$ cat src/rtl/regfile_access_ctrl_if.sv
// Command/response bus between a requester and regfile_access_ctrl.
//   master : requester side; drives commands, consumes responses.
//   slave  : controller side; accepts commands, returns responses.
// Signals:
//   cmd_valid/cmd_ready   command handshake
//   cmd_write             1 = write, 0 = read
//   cmd_addr1/cmd_addr2   write address or read address 1 / read address 2
//   cmd_wdata             write data
//   rsp_valid/rsp_ready   response handshake
//   rsp_data1/rsp_data2   response FIFO head
//   busy                  read in flight or responses queued
interface regfile_access_ctrl_if #(
  parameter int unsigned DATA_WIDTH = 8,
  parameter int unsigned ADDR_WIDTH = 4
);
  logic                  cmd_valid;
  logic                  cmd_ready;
  logic                  cmd_write;
  logic [ADDR_WIDTH-1:0] cmd_addr1;
  logic [ADDR_WIDTH-1:0] cmd_addr2;
  logic [DATA_WIDTH-1:0] cmd_wdata;
  logic                  rsp_valid;
  logic                  rsp_ready;
  logic [DATA_WIDTH-1:0] rsp_data1;
  logic [DATA_WIDTH-1:0] rsp_data2;
  logic                  busy;

  modport master (
    output cmd_valid, cmd_write, cmd_addr1, cmd_addr2, cmd_wdata, rsp_ready,
    input  cmd_ready, rsp_valid, rsp_data1, rsp_data2, busy
  );

  modport slave (
    input  cmd_valid, cmd_write, cmd_addr1, cmd_addr2, cmd_wdata, rsp_ready,
    output cmd_ready, rsp_valid, rsp_data1, rsp_data2, busy
  );
endinterface

$ cat src/rtl/regfile_access_ctrl.sv
// Command front-end for a register file with one write port and two
// registered read ports (1-cycle read latency). Read data is captured one
// cycle after issue into a response FIFO and returned over a valid/ready
// handshake. Credit-based acceptance guarantees every accepted read has a
// free FIFO slot.
// Ports:
//   clk, rst_n        clock, asynchronous active-low reset
//   bus (slave)       command/response handshake bus, busy flag
//   rf_we             register-file write enable
//   rf_write_addr     register-file write address
//   rf_write_data     register-file write data
//   rf_read_addr1/2   register-file read addresses
//   rf_read_data1/2   register-file read data (valid the cycle after issue)
module regfile_access_ctrl #(
  parameter int unsigned DATA_WIDTH = 8,
  parameter int unsigned ADDR_WIDTH = 4,
  parameter int unsigned RSP_DEPTH  = 4
) (
  input  logic                  clk,
  input  logic                  rst_n,
  regfile_access_ctrl_if.slave  bus,
  output logic                  rf_we,
  output logic [ADDR_WIDTH-1:0] rf_write_addr,
  output logic [DATA_WIDTH-1:0] rf_write_data,
  output logic [ADDR_WIDTH-1:0] rf_read_addr1,
  output logic [ADDR_WIDTH-1:0] rf_read_addr2,
  input  logic [DATA_WIDTH-1:0] rf_read_data1,
  input  logic [DATA_WIDTH-1:0] rf_read_data2
);

  localparam int unsigned PTR_W = $clog2(RSP_DEPTH);
  localparam int unsigned CNT_W = PTR_W + 1;
  localparam logic [CNT_W:0] DEPTH_C = (CNT_W + 1)'(RSP_DEPTH);

  logic [PTR_W-1:0]        r_wr_ptr;
  logic [PTR_W-1:0]        r_rd_ptr;
  logic [CNT_W-1:0]        r_count;
  logic                    r_rd_inflight;
  logic [2*DATA_WIDTH-1:0] r_fifo [RSP_DEPTH];

  logic [CNT_W:0]          w_credit_used;
  logic                    w_cmd_ready;
  logic                    w_accept;
  logic                    w_rd_accept;
  logic                    w_push;
  logic                    w_pop;
  logic                    w_rsp_valid;

  // Outstanding reads (queued + in flight) must leave a slot free before
  // anything new is accepted; writes are held to the same rule for ordering.
  assign w_credit_used = {1'b0, r_count} + (CNT_W + 1)'(r_rd_inflight);
  assign w_cmd_ready   = rst_n & (w_credit_used < DEPTH_C);
  assign w_accept      = bus.cmd_valid & w_cmd_ready;
  assign w_rd_accept   = w_accept & ~bus.cmd_write;

  assign w_rsp_valid   = (r_count != '0);
  assign w_push        = r_rd_inflight;
  assign w_pop         = w_rsp_valid & bus.rsp_ready;

  assign rf_we         = w_accept & bus.cmd_write;
  assign rf_write_addr = bus.cmd_addr1;
  assign rf_write_data = bus.cmd_wdata;
  assign rf_read_addr1 = bus.cmd_addr1;
  assign rf_read_addr2 = bus.cmd_addr2;

  assign bus.cmd_ready = w_cmd_ready;
  assign bus.rsp_valid = w_rsp_valid;
  assign bus.busy      = r_rd_inflight | w_rsp_valid;

  // Head is masked when empty so stale storage never shows on the bus,
  // including while reset is asserted.
  always_comb begin
    {bus.rsp_data1, bus.rsp_data2} = '0;
    if (w_rsp_valid) begin
      {bus.rsp_data1, bus.rsp_data2} = r_fifo[r_rd_ptr];
    end
  end

  always_ff @(posedge clk) begin
    if (w_push) begin
      r_fifo[r_wr_ptr] <= {rf_read_data1, rf_read_data2};
    end
  end

  always_ff @(posedge clk or negedge rst_n) begin
    if (!rst_n) begin
      r_wr_ptr      <= '0;
      r_rd_ptr      <= '0;
      r_count       <= '0;
      r_rd_inflight <= 1'b0;
    end else begin
      r_rd_inflight <= w_rd_accept;
      if (w_push) begin
        r_wr_ptr <= r_wr_ptr + 1'b1;
      end
      if (w_pop) begin
        r_rd_ptr <= r_rd_ptr + 1'b1;
      end
      unique case ({w_push, w_pop})
        2'b10:   r_count <= r_count + 1'b1;
        2'b01:   r_count <= r_count - 1'b1;
        default: r_count <= r_count;
      endcase
    end
  end

endmodule

$ cat src/flat_wrapper.sv
// flat-port wrapper written by rule: the top's interface ports become plain ports
module regfile_access_ctrl_flat 
#(
  parameter int unsigned DATA_WIDTH = 8,
  parameter int unsigned ADDR_WIDTH = 4,
  parameter int unsigned RSP_DEPTH  = 4
)
  (clk, rst_n, rf_we, rf_write_addr, rf_write_data, rf_read_addr1, rf_read_addr2, rf_read_data1, rf_read_data2, bus_cmd_valid, bus_cmd_write, bus_cmd_addr1, bus_cmd_addr2, bus_cmd_wdata, bus_rsp_ready, bus_cmd_ready, bus_rsp_valid, bus_rsp_data1, bus_rsp_data2, bus_busy);
  regfile_access_ctrl_if #(.DATA_WIDTH(DATA_WIDTH), .ADDR_WIDTH(ADDR_WIDTH)) bus_i ();
  input  logic clk;
  input  logic rst_n;
  output logic rf_we;
  output logic [ADDR_WIDTH-1:0] rf_write_addr;
  output logic [DATA_WIDTH-1:0] rf_write_data;
  output logic [ADDR_WIDTH-1:0] rf_read_addr1;
  output logic [ADDR_WIDTH-1:0] rf_read_addr2;
  input  logic [DATA_WIDTH-1:0] rf_read_data1;
  input  logic [DATA_WIDTH-1:0] rf_read_data2;
  input wire logic [$bits(bus_i.cmd_valid)-1:0] bus_cmd_valid;
  input wire logic [$bits(bus_i.cmd_write)-1:0] bus_cmd_write;
  input wire logic [$bits(bus_i.cmd_addr1)-1:0] bus_cmd_addr1;
  input wire logic [$bits(bus_i.cmd_addr2)-1:0] bus_cmd_addr2;
  input wire logic [$bits(bus_i.cmd_wdata)-1:0] bus_cmd_wdata;
  input wire logic [$bits(bus_i.rsp_ready)-1:0] bus_rsp_ready;
  output wire logic [$bits(bus_i.cmd_ready)-1:0] bus_cmd_ready;
  output wire logic [$bits(bus_i.rsp_valid)-1:0] bus_rsp_valid;
  output wire logic [$bits(bus_i.rsp_data1)-1:0] bus_rsp_data1;
  output wire logic [$bits(bus_i.rsp_data2)-1:0] bus_rsp_data2;
  output wire logic [$bits(bus_i.busy)-1:0] bus_busy;
  assign bus_i.cmd_valid = bus_cmd_valid;
  assign bus_i.cmd_write = bus_cmd_write;
  assign bus_i.cmd_addr1 = bus_cmd_addr1;
  assign bus_i.cmd_addr2 = bus_cmd_addr2;
  assign bus_i.cmd_wdata = bus_cmd_wdata;
  assign bus_i.rsp_ready = bus_rsp_ready;
  assign bus_cmd_ready = bus_i.cmd_ready;
  assign bus_rsp_valid = bus_i.rsp_valid;
  assign bus_rsp_data1 = bus_i.rsp_data1;
  assign bus_rsp_data2 = bus_i.rsp_data2;
  assign bus_busy = bus_i.busy;
  regfile_access_ctrl #(.DATA_WIDTH(DATA_WIDTH), .ADDR_WIDTH(ADDR_WIDTH), .RSP_DEPTH(RSP_DEPTH)) u_core (.clk(clk), .rst_n(rst_n), .bus(bus_i), .rf_we(rf_we), .rf_write_addr(rf_write_addr), .rf_write_data(rf_write_data), .rf_read_addr1(rf_read_addr1), .rf_read_addr2(rf_read_addr2), .rf_read_data1(rf_read_data1), .rf_read_data2(rf_read_data2));
endmodule
$ cat config.mk
export PLATFORM = sky130hd
export DESIGN_NAME = regfile_access_ctrl_flat
export DESIGN_NICKNAME = d
export VERILOG_FILES = /design/src/rtl/regfile_access_ctrl_if.sv /design/src/rtl/regfile_access_ctrl.sv /design/src/flat_wrapper.sv
export SDC_FILE = /design/constraint.sdc
export NUM_CORES = 1
export LEC_CHECK = 0
export BUFFER_PORTS_ARGS = -buffer_cell sky130_fd_sc_hd__buf_2
export CAP_MARGIN = 40
export CORE_MARGIN = 3
export CORE_UTILIZATION = 50
export CTS_CLUSTER_DIAMETER = 40
export DETAILED_ROUTE_END_ITERATION = 8
export PLACE_DENSITY = 0.77
export SLEW_MARGIN = 15
export SYNTH_ARGS = -nofsm -noshare
export SYNTH_HDL_FRONTEND = slang
export SYNTH_SLANG_ARGS = --single-unit
$ cat constraint.sdc
create_clock -name clk -period 2.2 [get_ports clk]
set_input_delay 0.11 -clock clk [delete_from_list [all_inputs] [get_ports clk]]
set_output_delay 0.11 -clock clk [all_outputs]
set_load 0.05 [all_outputs]
==> flow_metrics.py, run 1 <==
metrics = {
    "outcome": {
        "status": "finished, final reports clean",
    },
    "sta": {
        "finalSetupTns_ns": 0,
        "hold_slack_ns": 0.0511,
        "setup_viol": 0,
        "maxSlewHeadroom_pct": 70.9,
        "max_freq_mhz": 483,
        "layout_min_cycle_time_ns": 2.07,
        "period_share_pct": 94.1,
        "rsz0062_at_grt": "false",
        "hold_viol": 0,
        "timing_worst_slew_pin_value_ns": 0.437,
        "slew_violations": 0,
        "finClkSkew_ns": 0.00679,
    },
    "global_route": {
        "first_global_vias": 1704,
        "grt_max_degree": 20,
        "grtUsageTotal_pct": 16.9,
        "antenna_found_initial": 0,
        "grt-ovfl-total": 0,
        "grt_pass1_wl_um": 8870,
    },
    "clock_network": {
        "h-tree-depth": 3,
        "clk_pin_slew_ns": 0.07,
        "clock_latency_ns": 0.34,
        "post-cts-setup-buffers": 0,
        "clockBufferDepth": 2,
        "cts-root-buf": "clkbuf_8",
        "cts_tree": "built",
        "cts.sinks": 72,
        "numCtsBuffers": 9,
    },
    "critical_path": {
        "crit_fanout": 18,
        "r2r_cells": 8,
        "worstPathRequired_ns": 2.09,
        "worstSetupStartpointType": "flip-flop",
        "end_kind": "output port",
        "cp.arrival_ns": 1.96,
        "worstPathCellList": "buf_4, mux4_1, and2_1, buf_2",
        "cp_slowest_cell": "mux4_1",
        "worstSetupPathType": "reg -> out",
        "critPathMaxStageDelay_ns": 0.60,
    },
    "layout": {
        "fin_cells": 289,
        "layout-drive-gt1-share_pct": 32.3,
        "area_growth_pct": 16.8,
        "num_antenna_cells": 0,
        "final_area_um2": 3590,
        "fillers": 420,
        "fin_nets": 255,
    },
    "power": {
        "p_clk_share_pct": 21.7,
        "p_total_mw": 4.63,
        "p_per_area_nw_per_um2": 1290,
        "swShare_pct": 39.4,
        "p_sw_mw": 1.82,
        "power_frac_seq_pct": 37.6,
        "internal-power_mw": 2.80,
        "pwr-share-comb_pct": 40.7,
        "ir_drop_mv": 0.660,
        "leakagePower_nw": 1.36,
    },
    "place": {
        "place_area_um2": 3230,
        "io_buffer_count": 40,
        "gp_congestion": 0.722,
        "dp.cells": 256,
        "hpwl_um": 3460,
    },
    "die": {
        "design.die.area_um2": 7130,
        "die_w_um": 84.4,
        "die_h_um": 84.4,
        "core_um2": 5740,
        "ios": 77,
        "initial_core_util_pct": 53.6,
        "row_count": 27,
    },
    "worst_hold_path": {
        "worstHoldPathCells": 2,
        "hp-class": "in -> reg",
    },
    "synth": {
        "synth_top_area_share_pct": 62.5,
        "ys_types": 26,
        "synth_top_area_cell": "edfxtp_1",
        "yosys-top-cells-area": "edfxtp_1 62%, mux4_1 6.8%, dfrtp_1 6.5%, mux4_2 5.9%, buf_4 4.9%",
        "syn_nets": 208,
        "ys_seq_area_share_pct": 69.0,
        "yosys_warnings": 0,
        "ys_ff_latch": 72,
        "syn_area_um2": 3080,
        "synth.avg_cell_area_um2": 18.6,
        "synthCells": 165,
    },
    "detailed_routing": {
        "drt-pass1-iter-count": 4,
        "num_vias": 1516,
        "drcViolationCount": 0,
        "highest_layer": "met4",
        "wl_um": 5360,
        "wl_met2_um": 2780,
        "wire_per_inst_um": 18.5,
        "drt_iter0_drc": 82,
        "dr_wl_met3_um": 254,
        "wl_met1_um": 2180,
        "final_antenna_net_count": 0,
        "vias_per_cell": 5.25,
    },
    "run": {
        "cap_viol_max_count": 0,
    },
}
## per-stage QoR
step	setup slack, ns	util [%]
after floorplan	0.152	-
after global placement	0.358	56.2
after detailed placement	0.193	56.2
after CTS	0.0853	62.5
after global routing	0.0132	62.5
final	0.130	62.5
## cell type report
| cell class | count | area [um2] | area share, % |
|---|---|---|---|
| clock buffer | 14 | 185 | 5.16 |
| clock inverter | 2 | 10.0 | 0.279 |
| inverter | 7 | 26.3 | 0.731 |
| multi-input combinational | 59 | 729 | 20.3 |
| sequential | 72 | 2120 | 59.1 |
| tap | 72 | 90.1 | 2.51 |
| timing repair buffer | 63 | 428 | 11.9 |
## power by group through the flow
stage	registers [mW]	logic (mW)	clock network, mW
after floorplan	1.68	1.68	0
after global placement	1.75	1.82	0
after detailed placement	1.77	1.88	0
after CTS	1.74	1.92	1.03
after global routing	1.76	2.02	1.10
final	1.74	1.88	1.00
## worst paths after layout
path,startpoint,to,slack (ns)
max,u_core.r_rd_ptr[0],bus_rsp_data1[1],0.13
min,bus_cmd_valid,u_core.r_rd_inflight,0.05
max reg2reg,u_core.r_count[0],u_core.r_count[2],0.18
min reg2reg,u_core.r_count[2],u_core.r_count[2],0.53
max in group asynchronous,rst_n,u_core.r_rd_ptr[1],1.86
min in group asynchronous,rst_n,u_core.r_rd_ptr[1],0.15
## what timing repair did
item	in CTS	in global routing
endpoints found under the hold margin	72	0
gates resized for setup	0	1
hold buffers	17	0
setup endpoints to repair	0	5
## cells in the mapped netlist
cell type and count:
a311oi_1 1, and2_1 20, and2_4 1, and3_1 1, and3b_1 1, buf_12 1, buf_2 3, buf_4 20
buf_6 1, clkbuf_1 2, dfrtp_1 8, edfxtp_1 64, fa_1 1, ha_1 5, inv_1 7, mux2i_1 1
mux4_1 8, mux4_2 8, nand2_1 1, nand2b_1 1, nand3_1 1, nor2_1 1, o21ai_0 1, or3_1 1
xnor2_1 2, xor2_1 4
## metal layers
| layer | GRT usage [%] | vias to the layer above |
|---|---|---|
| li1 | - | 698 |
| met1 | 19.8 | 758 |
| met2 | 28.0 | 39 |
| met3 | 4.81 | 21 |
| met4 | 9.78 | 0 |
| met5 | 0 | - |
## critical path: cells and delay by family, from the launching register on
kind | cells | cell delay, ns
multiplexers | 1 | 0.60
buffers and inverters | 2 | 0.52
flip-flops | 1 | 0.32
AND/OR/NAND/NOR | 1 | 0.18
## flip-flops by register name (all words and copies together), names as in the netlist
register	flops
u_core.r_wr_ptr	2
u_core.r_fifo	64
u_core.r_rd_inflight	1
u_core.r_count	3
u_core.r_rd_ptr	2
## kinds of logic (layout without fill, tap and decap cells)
family | Yosys count | after routing | synth area share (%)
AO/OA/AOI/OAI | 2 | 2 | 0.447
flip-flops | 72 | 72 | 69.0
AND/OR/NAND/NOR | 28 | 28 | 5.66
XOR/XNOR | 6 | 6 | 1.71
adder cells (fa/ha/maj) | 6 | 6 | 2.69
buffers and inverters | 34 | 86 | 7.49
multiplexers | 17 | 17 | 13.0
## placed cells by master (no fill, tap or decap), types with 5 or more instances in the layout
cell type / instances
and2_1: 20
buf_2: 40
buf_4: 5
clkbuf_8: 9
dfrtp_1: 7
dlygate4sd3_1: 17
edfxtp_1: 64
ha_1: 5
inv_1: 7
mux4_1: 8
mux4_2: 8
No activity file was read; power rests on OpenSTA's default activity.
==> run 2: changes to the inputs <==
--- a/config.mk
+++ b/config.mk
@@ -7,11 +7,13 @@
 export LEC_CHECK = 0
 export BUFFER_PORTS_ARGS = -buffer_cell sky130_fd_sc_hd__buf_2
 export CAP_MARGIN = 40
+export CELL_PAD_IN_SITES_DETAIL_PLACEMENT = 0
+export CELL_PAD_IN_SITES_GLOBAL_PLACEMENT = 1
 export CORE_MARGIN = 3
-export CORE_UTILIZATION = 50
-export CTS_CLUSTER_DIAMETER = 40
+export CORE_UTILIZATION = 44
+export CTS_CLUSTER_DIAMETER = 120
 export DETAILED_ROUTE_END_ITERATION = 8
-export PLACE_DENSITY = 0.77
+export PLACE_DENSITY = 0.8
 export SLEW_MARGIN = 15
 export SYNTH_ARGS = -nofsm -noshare
 export SYNTH_HDL_FRONTEND = slang
==> run 2 against run 1 <==
Effect of this change: final cell count increased by 7.6%; total power is 5.7% higher; hold slack worse by 0.037 ns; routed wire length decreased by 1.1%; clock skew decreased by 0.00077 ns; via count fell by 0.13%; largest power group unchanged; core utilization fell by 6.9 points; highest routed layer unchanged; sequential power is 2% lower.
==> flow_metrics.py, run 2 (synthesis gave the netlist of run 1 again) <==
metrics = {
    "worst_hold_path": {
        "worstHoldPathCells": 1,
        "min_from": "rf_read_data2[7]",
        "hp-class": "in -> reg",
    },
    "outcome": {
        "status": "finished, final reports clean",
    },
    "critical_path": {
        "worstSetupStartpointType": "flip-flop",
        "reg2reg_from": "u_core.r_count[0]",
        "crit_fanout": 12,
        "worstPathRequired_ns": 2.09,
        "cp.arrival_ns": 1.93,
        "worstSetupPathType": "reg -> out",
        "startpoint": "u_core.r_rd_ptr[0]",
        "r2r_cells": 8,
        "end_kind": "output port",
    },
    "detailed_routing": {
        "drcViolationCount": 0,
        "drt_iter0_drc": 31,
        "num_vias": 1514,
        "vias_per_cell": 4.87,
        "wl_um": 5300,
        "final_antenna_net_count": 0,
        "wire_per_inst_um": 17.0,
        "drt-pass1-iter-count": 4,
    },
    "layout": {
        "post-route-util_pct": 55.7,
        "num_antenna_cells": 0,
        "fillers": 515,
        "final_cell_mix": "64 x edfxtp_1, 40 x buf_2, 20 x and2_1",
        "layout-drive-gt1-share_pct": 33.9,
        "final_common_cell": "edfxtp_1",
        "fin_nets": 256,
        "largest_reg_flops": 64,
        "area_growth_pct": 18.9,
        "regMostFlops": "u_core.r_fifo",
        "largestRegisters": "u_core.r_fifo (64), u_core.r_count (3)",
    },
    "die": {
        "die_h_um": 89.6,
        "initial_core_util_pct": 46.8,
        "design.die.area_um2": 8030,
        "core_um2": 6570,
        "die_w_um": 89.6,
        "row_count": 29,
        "ios": 77,
    },
    "sta": {
        "rsz0062_at_grt": "false",
        "finClkSkew_ns": 0.00602,
        "setup_viol": 0,
        "timing_worst_slew_pin_value_ns": 0.552,
        "slew_violations": 0,
        "fin_ws_ns": 0.160,
        "finalSetupTns_ns": 0,
        "maxSlewHeadroom_pct": 63.2,
        "layout_min_cycle_time_ns": 2.04,
        "max_freq_mhz": 490,
        "hold_viol": 0,
        "period_share_pct": 92.7,
    },
    "global_route": {
        "grt_max_degree": 20,
        "grt-ovfl-total": 0,
        "grt_pass1_wl_um": 8290,
        "grtUsageTotal_pct": 14.6,
        "first_global_vias": 1671,
        "antenna_found_initial": 0,
    },
    "place": {
        "io_buffer_count": 40,
        "gp_congestion": 0.689,
        "place_ws_ns": 0.274,
        "hpwl_um": 3640,
    },
    "clock_network": {
        "numCtsBuffers": 9,
        "cts_tree": "built",
        "cts.sinks": 72,
        "clock_latency_ns": 0.34,
        "clockBufferDepth": 2,
        "cts-root-buf": "clkbuf_8",
        "h-tree-depth": 3,
        "clk_pin_slew_ns": 0.07,
    },
    "power": {
        "p_per_area_nw_per_um2": 1340,
        "leakagePower_nw": 1.38,
        "ir_drop_mv": 0.671,
    },
    "run": {
        "cap_viol_max_count": 0,
    },
}
[run 2: changes by cell type in the layout (fill, tap and decap cells not counted), sizes merged]
cell / before / now
buf: 46 / 48
bufinv: 0 / 3
clkbuf: 14 / 9
clkinv: 2 / 1
clkinvlp: 0 / 2
dlygate4sd3: 17 / 16
inv: 7 / 8
[run 2: path summary, 6_finish.rpt]
check	end	slack [ns]
hold reg to reg	u_core.r_count[2]	0.53
setup / recovery	bus_rsp_data2[6]	0.16
max in group asynchronous	u_core.r_wr_ptr[0]	1.88
min in group asynchronous	u_core.r_count[0]	0.14
hold / removal	u_core.r_fifo[0][7]	0.01
setup reg to reg	u_core.r_count[2]	0.26
[run 2: per-stage QoR]
| stage | area [um2] | total power, mW | hold WS (ns) | std cells |
|---|---|---|---|---|
| floorplan | 3080 | 3.37 | -0.186 | 165 |
| global placement | 3250 | 3.61 | -0.0393 | 279 |
| detailed placement | 3250 | 3.67 | -0.0302 | 279 |
| CTS | 3660 | 4.94 | 0.00267 | 311 |
| global route | 3660 | 5.13 | 0.00264 | 311 |
| finish | 3660 | 4.89 | 0.0142 | 311 |
[run 2: final cells by class]
class	instances	area (um2)	area share, %
Multi-Input combinational cell	59	729	19.9
Sequential cell	72	2120	58.0
Clock inverter	7	119	3.25
Clock buffer	9	124	3.39
Inverter	7	26.3	0.718
Tap cell	93	116	3.18
Timing Repair Buffer	64	420	11.5
[run 2: where the power goes]
group / internal (mW) / switching (mW)
combinational: 0.666 / 1.27
sequential: 1.60 / 0.0981
clock: 0.754 / 0.497
total: 3.03 / 1.87
[run 2: per-layer routing]
metal	vias to the layer above	wire, um	part of all wire [%]	GRT usage (%)
li1	696	-	-	-
met1	758	2010	38	15.9
met2	41	2860	54	25.7
met3	19	278	5.2	3.65
met4	0	150	2.8	8.39
met5	-	0	0	0
[run 2: critical path, cell delays in order, from the launching register on]
cell,delay (ns)
dfrtp_1,0.37
buf_4,0.25
mux4_1,0.57
and2_1,0.18
buf_2,0.21
[run 2: timing repair]
item | CTS | global route
gates resized for setup | 0 | 0
buffers inserted | 0 | 0
hold endpoints to repair | 66 | 0
hold buffers | 16 | 0
==> run 3: changes to the inputs <==
--- a/config.mk
+++ b/config.mk
@@ -5,7 +5,7 @@
 export SDC_FILE = /design/constraint.sdc
 export NUM_CORES = 1
 export LEC_CHECK = 0
-export BUFFER_PORTS_ARGS = -buffer_cell sky130_fd_sc_hd__buf_2
+export BUFFER_PORTS_ARGS = -buffer_cell sky130_fd_sc_hd__buf_4
 export CAP_MARGIN = 40
 export CELL_PAD_IN_SITES_DETAIL_PLACEMENT = 0
 export CELL_PAD_IN_SITES_GLOBAL_PLACEMENT = 1
==> run 3 against run 2 <==
Effect of this change: total power up 7.3%; final area up 3.9%; via count about the same; clock skew down 0.0014 ns.
==> flow_metrics.py, run 3 (synthesis gave the netlist of run 1 again) <==
metrics = {
    "detailed_routing": {
        "wire_per_inst_um": 18.1,
        "num_vias": 1513,
        "final_antenna_net_count": 0,
        "drt-pass1-iter-count": 5,
        "vias_per_cell": 4.86,
        "wl_um": 5630,
        "drt_iter0_drc": 128,
        "drcViolationCount": 0,
    },
    "layout": {
        "final_common_cell": "edfxtp_1",
        "post-route-util_pct": 57.9,
        "fin_cells": 311,
        "fillers": 497,
        "final_area_um2": 3800,
        "area_growth_pct": 23.6,
        "final_cell_mix": "64 x edfxtp_1, 47 x buf_4, 20 x and2_1",
        "regMostFlops": "u_core.r_fifo",
        "layout-drive-gt1-share_pct": 33.5,
        "largestRegisters": "u_core.r_fifo (64), u_core.r_count (3)",
        "fin_nets": 256,
        "largest_reg_flops": 64,
        "num_antenna_cells": 0,
        "multi_input_area_um2": 729,
        "seq_area_um2": 2120,
    },
    "die": {
        "row_count": 29,
        "die_w_um": 89.6,
        "ios": 77,
        "die_h_um": 89.6,
        "design.die.area_um2": 8030,
        "initial_core_util_pct": 46.8,
        "core_um2": 6570,
    },
    "power": {
        "p_clk_share_pct": 27.5,
        "leakagePower_nw": 1.43,
        "swShare_pct": 35.4,
        "pwr-share-comb_pct": 38.8,
        "power_frac_seq_pct": 33.7,
        "internal-power_mw": 3.39,
        "p_per_area_nw_per_um2": 1380,
        "ir_drop_mv": 0.743,
        "p_sw_mw": 1.86,
    },
    "critical_path": {
        "crit_fanout": 8,
        "startpoint": "u_core.r_rd_ptr[0]",
        "worstPathRequired_ns": 2.09,
        "worstSetupStartpointType": "flip-flop",
        "r2r_end": "u_core.r_count[2]",
        "worstSetupPathType": "reg -> out",
        "r2r_cells": 8,
        "reg2reg_from": "u_core.r_count[0]",
        "r2r_slack_ns": 0.26,
        "cp.arrival_ns": 1.98,
        "end_kind": "output port",
    },
    "clock_network": {
        "cts_tree": "built",
        "clk_pin_slew_ns": 0.07,
        "clockBufferDepth": 2,
        "cts-root-buf": "clkbuf_8",
        "numCtsBuffers": 9,
        "cts.sinks": 72,
        "h-tree-depth": 3,
        "clock_latency_ns": 0.33,
    },
    "global_route": {
        "first_global_vias": 1716,
        "antenna_found_initial": 0,
        "grt_max_degree": 20,
        "grt_pass1_wl_um": 8620,
        "grtUsageTotal_pct": 15.4,
        "grt-ovfl-total": 0,
    },
    "sta": {
        "max_freq_mhz": 479,
        "finalSetupTns_ns": 0,
        "finClkSkew_ns": 0.00466,
        "timing_worst_slew_pin_value_ns": 0.765,
        "rsz0062_at_grt": "false",
        "setup_viol": 0,
        "fin_ws_ns": 0.113,
        "maxSlewHeadroom_pct": 49.0,
        "slew_violations": 0,
        "layout_min_cycle_time_ns": 2.09,
        "period_share_pct": 94.9,
        "hold_viol": 0,
    },
    "place": {
        "place_area_um2": 3350,
        "io_buffer_count": 40,
        "dp.cells": 278,
        "hpwl_um": 3620,
        "place_ws_ns": 0.270,
        "gp_congestion": 0.711,
    },
    "worst_hold_path": {
        "min_from": "bus_cmd_valid",
        "hp-class": "in -> reg",
        "whs_endpoint": "u_core.r_rd_inflight",
        "worstHoldPathCells": 2,
    },
    "outcome": {
        "status": "finished, final reports clean",
    },
    "run": {
        "cap_viol_max_count": 0,
    },
}
-- run 3: cell count changes in the layout (fill, tap and decap cells not counted) --
| cell | previous run | this run |
|---|---|---|
| dfrtp_2 | 0 | 1 |
| clkbuf_1 | 0 | 1 |
| bufinv_16 | 3 | 5 |
| buf_4 | 8 | 47 |
| clkinvlp_4 | 2 | 0 |
| inv_6 | 1 | 0 |
| dfrtp_1 | 8 | 7 |
| buf_2 | 40 | 0 |
| dlygate4sd3_1 | 16 | 17 |
-- run 3: cell type report --
type / instances / area share (%)
clock inverters: 6 / 4.08
inverters: 7 / 0.691
well taps: 93 / 3.06
multi-input cells: 59 / 19.2
flip-flops and latches: 72 / 55.9
clock buffers: 10 / 3.36
repair buffers: 64 / 13.8
-- run 3: routing by layer --
layer / global-route usage, % / vias up / share of wire (%)
met5: 0 / - / 0
li1: - / 693 / -
met2: 25.9 / 47 / 55
met1: 17.7 / 754 / 38
met3: 3.74 / 19 / 4.9
met4: 9.74 / 0 / 1.8
-- run 3: power groups by stage --
stage	Combinational (mW)	Sequential (mW)	Clock [mW]
after detailed placement	2.03	1.80	0
final	2.04	1.77	1.44
after global routing	2.16	1.79	1.53
after floorplan	1.68	1.68	0
after global placement	1.97	1.78	0
after CTS	2.07	1.78	1.47
-- run 3: per-stage QoR --
step / hold WS (ns) / power (mW)
after floorplan: -0.186 / 3.37
after global placement: -0.0669 / 3.75
after detailed placement: -0.0634 / 3.83
after CTS: 0.0267 / 5.32
after global routing: 0.0355 / 5.48
final: 0.0376 / 5.25
-- run 3: how the worst max path moves through the flow --
stage                        end  slack (ns)  depth (start not counted)
3_5_place_dp   u_core.r_count[2]        0.27                          8
5_1_grt         bus_rsp_data2[7]       0.007                          3
3_3_place_gp   u_core.r_count[2]        0.34                          8
4_1_cts         bus_rsp_data2[4]        0.05                          3
6_report        bus_rsp_data2[4]        0.11                          4
2_1_floorplan              rf_we        0.15                          3
-- run 3: timing repair --
item	4_1_cts	5_1_grt
hold buffers	17	0
setup endpoints to repair	1	0
hold endpoints to repair	72	0
gates resized for setup	1	0
buffers inserted	0	0
-- run 3: critical path, stage by stage, from the launching register on --
cell	delay, ns
dfrtp_2	0.47
buf_4	0.23
mux4_1	0.58
and2_1	0.19
buf_4	0.19
